--- src/rtl/verificador_paridade_pkg.sv ---
// rtl/verificador_paridade_pkg.sv - shared constants and helpers for the parity checker
package verificador_paridade_pkg;

  // number of data bits protected by one parity bit
  localparam int DATA_W = 5;

  // parity scheme selectors for ODD_PARITY
  localparam int PAR_EVEN = 0;
  localparam int PAR_ODD  = 1;

  // mismatch rule: the six received bits must XOR to 0 (even) or 1 (odd)
  function automatic logic parity_mismatch(input logic [DATA_W-1:0] data,
                                           input logic bp,
                                           input logic odd_mode);
    return (^data) ^ bp ^ odd_mode;
  endfunction

endpackage

--- src/rtl/verificador_paridade_xor.sv ---
// rtl/verificador_paridade_xor.sv - combinational 6-input parity reduction producing err
module paridade_xor
  import verificador_paridade_pkg::*;
(
  input  logic [DATA_W-1:0] data,
  input  logic              bp,
  input  logic              odd_mode,
  output logic              err
);

  // odd scheme inverts the raw XOR so that a correct word always gives err=0
  always_comb begin
    err = parity_mismatch(data, bp, odd_mode);
  end

endmodule

--- src/rtl/verificador_paridade.sv ---
// rtl/verificador_paridade.sv - registered 5-bit parity checker with error statistics
module verificador_paridade
  import verificador_paridade_pkg::*;
#(
  parameter int ODD_PARITY = PAR_EVEN,
  parameter int CNT_W      = 8
) (
  input  logic             clk,
  input  logic             rst_n,
  input  logic             in_valid,
  input  logic             b1,
  input  logic             b2,
  input  logic             b3,
  input  logic             b4,
  input  logic             b5,
  input  logic             bp,
  input  logic             clr,
  output logic             S,
  output logic             out_valid,
  output logic             err_sticky,
  output logic [CNT_W-1:0] err_cnt
);

  localparam logic             ODD_MODE = (ODD_PARITY != PAR_EVEN);
  localparam logic [CNT_W-1:0] CNT_MAX  = '1;

  logic [DATA_W-1:0] data;
  logic              err;

  // b1 is the MSB of the captured word
  assign data = {b1, b2, b3, b4, b5};

  paridade_xor u_xor (
    .data     (data),
    .bp       (bp),
    .odd_mode (ODD_MODE),
    .err      (err)
  );

  // result stage: one out_valid pulse per accepted word, S holds between words
  always_ff @(posedge clk) begin
    if (!rst_n) begin
      S         <= 1'b0;
      out_valid <= 1'b0;
    end else begin
      out_valid <= in_valid;
      if (in_valid) begin
        S <= err;
      end
    end
  end

  // statistics: clear wins over a concurrent error, counter saturates instead of wrapping
  always_ff @(posedge clk) begin
    if (!rst_n) begin
      err_sticky <= 1'b0;
      err_cnt    <= '0;
    end else if (clr) begin
      err_sticky <= 1'b0;
      err_cnt    <= '0;
    end else if (in_valid && err) begin
      err_sticky <= 1'b1;
      if (err_cnt != CNT_MAX) begin
        err_cnt <= err_cnt + CNT_W'(1);
      end
    end
  end

endmodule

--- config.mk ---
export PLATFORM = sky130hd
export DESIGN_NAME = verificador_paridade
export DESIGN_NICKNAME = d
export VERILOG_FILES = /design/src/rtl/verificador_paridade_pkg.sv /design/src/rtl/verificador_paridade_xor.sv /design/src/rtl/verificador_paridade.sv
export SDC_FILE = /design/constraint.sdc
export NUM_CORES = 1
export LEC_CHECK = 0
export BUFFER_PORTS_ARGS = -buffer_cell sky130_fd_sc_hd__clkbuf_2
export CAP_MARGIN = 5
export CORE_AREA = 4 4 41 43
export CTS_BUF_LIST = sky130_fd_sc_hd__clkbuf_4 sky130_fd_sc_hd__clkbuf_8 sky130_fd_sc_hd__clkbuf_16
export DETAILED_ROUTE_END_ITERATION = 6
export DIE_AREA = 0 0 45 47
export PLACE_DENSITY = 0.84
export REMOVE_ABC_BUFFERS = 1
export SYNTH_ARGS = -nofsm -noshare
export SYNTH_HDL_FRONTEND = slang
export SYNTH_HIERARCHICAL = 1
export SYNTH_SLANG_ARGS = --single-unit
--- constraint.sdc ---
create_clock -name clk -period 3.6 [get_ports clk]
set_clock_uncertainty 0.1 [all_clocks]
set_input_delay 0.36 -clock clk [delete_from_list [all_inputs] [get_ports clk]]
set_output_delay 0.36 -clock clk [all_outputs]
set_load 0.05 [all_outputs]
==> impl_summary.md <==
CTS
The clock passes through at most 2 buffers. In this run, post-CTS hold repair placed 0 buffers. The number of setup buffers added after CTS is 0.

The post-CTS clock slew at the launch and capture registers of the worst setup and hold paths is roughly 0.08 ns. The number of sinks on the clock net is 11. Once the clock tree was built, the resizer swapped 0 gates to a different size. CTS built an H-tree with a depth of 1.

TritonCTS built the clock tree. The number of buffers inserted during clock tree synthesis is 3. The clock insertion delay at the later pin of the skew report is around 0.28 ns. CTS placed an instance of sky130_fd_sc_hd__clkbuf_4 at the clock tree root.

Die
The number of core rows is 13. From left edge to right edge, the die measures around 45 um. The area of the die is about 2100 um^2. The total area inside the core boundary comes to between 1000 and 1500 um^2. The number of top-level pins is 21. The floorplan step set the die height to around 47 um. The initial core utilization is a little under half.

Routing
In the final routed layout, each cell accounts on average for about 14 um. In this run the remaining antenna-violating nets after routing total 0. The number of vias after detailed routing is between 500 and 600.

The length of the first detailed-routing pass in iterations is 4. The total wire length is between 1 and 1.5 mm. The post-detailed-route DRC marker count is 0. Dividing the detail-routed via count by the number of cells gives slightly below 6. The first routing iteration left 9 violations.

GRT
Global routing finished with a remaining overflow of 0. Entering global routing, the biggest net connects 9 pins. The total global-route track usage is 15.6%. The number of global-route vias before repair was roughly 590.

The first global-routing pass estimated 2.36 mm of wire. The number of antenna violations at the first check in global routing is 0.

Timing
The achievable clock frequency is between 0.5 and 0.6 GHz. The number of failing hold endpoints at the final stage came to 0. In the post-route analysis, the smallest setup slack over all paths is roughly 1.9 ns.

The sum of negative setup slack is 0 ns. The number of setup violations in the final report is 0. The count of pins over their slew limit was 0. Counting I/O delays and the setup requirement, the final critical path takes roughly 1.7 ns.

Setup repair after global routing left no endpoint under its margin. Of the available clock period, the critical path in the final layout requires 48.1%.

Run
Across the run, the number of max-cap violations was 0.

Power and ir drop
The leakage power of the design is about 0.31 nW. IR analysis of the VDD net gives a maximum drop of 184 uV. Power spread over the standard cell area amounts to approximately 390 nW/um^2.

Synth
The adder-cell share of the synthesized area is between 2 and 2.5%. In the synthesized netlist, mux cells make up under 10% of the area. Yosys mapped the design onto 31 distinct sky130hd cell types. By instance count, the leading cell after synthesis is sky130_fd_sc_hd__dfxtp_1. In this run the cell area of the synthesized design comes to approximately 600 um^2. The gate count of the mapped netlist is 62. Synthesis inferred 11 register bits. After synthesis, the largest family of logic cells by area is simple AND/OR/NAND/NOR gates. The mean cell area of the mapped netlist is between 9 and 10 um^2. Sorting the synthesized cells by area gives the leading types as sky130_fd_sc_hd__dfxtp_1 37%, sky130_fd_sc_hd__xnor3_1 7.6%, sky130_fd_sc_hd__a21oi_1 4.2%, sky130_fd_sc_hd__mux2i_1 3.4%, sky130_fd_sc_hd__nand2_1 3.2%. The share of flip-flops with an asynchronous set or reset is 0%.

After Yosys synthesis, and, or, nand and nor cells account for 23.1% of the synthesized area. Counting instances in the post-synthesis netlist gives the leading cell types as 11 x sky130_fd_sc_hd__dfxtp_1, 5 x sky130_fd_sc_hd__a21oi_1, 5 x sky130_fd_sc_hd__nand2_1. The count of yosys warnings during synthesis is 6. The share of the synthesized area in the top cell type is about 37%. For this run, the leading register cell type out of synthesis is sky130_fd_sc_hd__dfxtp_1. The area fraction in compound gates after synthesis is 19.5%. Sequential cells were found to cover between 30 and 40% of the synthesized design area.

In this run, synthesis inferred 0 flip-flops with an integrated enable. The cell accounting for the most synthesized area is sky130_fd_sc_hd__dfxtp_1. Of the total synthesized cell area, the portion taken by XOR and XNOR cells is a little over a tenth.

Final layout
The layout has approximately 130 filler cells. The area growth from synthesis to layout is 23.1%. The number of nets at the end of the flow is between 90 and 100. The post-route netlist has around a third of its cells at a drive strength greater than 1. The number of antenna repair diodes is 0.

Outcome
The flow ran to the end, and the final reports show no timing, DRC or antenna violations.

Setup path
The startpoint kind of the worst setup timing path is an input port. The critical path is of the input port to register type. The arrival time at the worst endpoint is roughly 1.8 ns. The type of element capturing the critical path is a register.

Of all nets on the critical path, the largest fanout is 6. Data on the critical path is required at its endpoint by 3.66 ns.

Place
The count of buffers added on input and output ports is 20. After legalization and detailed placement, the total HPWL measured 1.02 mm. The congestion estimate from routability-driven global placement came to between 0.7 and 0.8.

Timing analysis after detailed placement gives a worst setup slack of approximately 1.6 ns.

Worst hold path
The worst min-delay path class is input port to register.
-- sequential cells by signal (all words and copies together), names as in the netlist --
name,flops
err_cnt,8
S,1
out_valid,1
err_sticky,1
-- through the flow --
step / hold WS, ns / std cells / util, % / instance area, um^2 / power, W
2_1_floorplan: 0.382 / 61 / - / 584 / 0.000176
3_3_place_gp: 0.366 / 96 / 54.0 / 703 / 0.000189
3_5_place_dp: 0.360 / 96 / 54.0 / 703 / 0.000191
4_1_cts: 0.232 / 100 / 56.3 / 733 / 0.000284
5_1_grt: 0.241 / 100 / 56.3 / 733 / 0.000295
6_report: 0.227 / 100 / 56.3 / 733 / 0.000284
-- cell families (layout without fill, tap and decap cells) --
kind of cell	count (synthesis)	count (layout)
DFF	11	11
and+or+nand+nor	23	23
xor gates and xnor gates	4	4
adders and majority gates	1	1
muxes	2	2
other	1	1
buffers and inverters	4	27
AOI/OAI and AO/OA	16	16
-- layer usage --
metal | part of all wire [%] | track usage (%) | routed length (um)
met5 | 0 | 0 | 0
met4 | 3.4 | 10.5 | 46
met3 | 7.1 | 4.60 | 97
met2 | 52 | 28.8 | 710
met1 | 38 | 15.0 | 515
-- layout make-up --
type | instances | area [um^2] | area share [%]
multi-input cells | 47 | 353 | 48.1
flip-flops and latches | 11 | 220 | 30.0
repair buffers | 20 | 100 | 13.7
clock buffers | 4 | 30.0 | 4.10
well taps | 15 | 18.8 | 2.56
inverters | 3 | 11.3 | 1.54
-- cell usage in the layout, fill, tap and decap left out, types with 2 or more instances in the layout --
cell type,instances
sky130_fd_sc_hd__clkbuf_4,4
sky130_fd_sc_hd__nand2_1,5
sky130_fd_sc_hd__nand4_1,2
sky130_fd_sc_hd__clkbuf_2,20
sky130_fd_sc_hd__inv_1,3
sky130_fd_sc_hd__xnor3_1,2
sky130_fd_sc_hd__nor3_1,2
sky130_fd_sc_hd__and3_2,2
sky130_fd_sc_hd__xnor2_1,2
sky130_fd_sc_hd__a21boi_0,2
sky130_fd_sc_hd__a21oi_1,5
sky130_fd_sc_hd__a31oi_1,2
sky130_fd_sc_hd__a211oi_1,2
sky130_fd_sc_hd__dfxtp_1,11
sky130_fd_sc_hd__mux2i_1,2
sky130_fd_sc_hd__nand2b_1,3
-- power by group --
| group | internal [W] | leakage [nW] | total [W] | switching (W) |
|---|---|---|---|---|
| Sequential | 0.000126 | 0.0892 | 0.000129 | 0.00000327 |
| Combinational | 0.0000234 | 0.200 | 0.0000590 | 0.0000356 |
| Clock | 0.0000505 | 0.0184 | 0.0000958 | 0.0000453 |
-- worst paths after layout --
kind	startpoint	to	slack [ns]	cells after the start
max reg2reg	err_cnt[0]	err_cnt[3]	2.02	4
min	rst_n	out_valid	0.23	2
min reg2reg	err_sticky	err_sticky	0.37	2
max	b4	err_cnt[3]	1.87	6
-- critical path, stage by stage --
cell and delay, ns:
sky130_fd_sc_hd__clkbuf_2 0.07, sky130_fd_sc_hd__xnor3_1 0.37, sky130_fd_sc_hd__xnor3_1 0.32, sky130_fd_sc_hd__nand4_1 0.18, sky130_fd_sc_hd__a2111oi_2 0.39, sky130_fd_sc_hd__nor3_1 0.09
No activity file was read; power rests on OpenSTA's default activity.
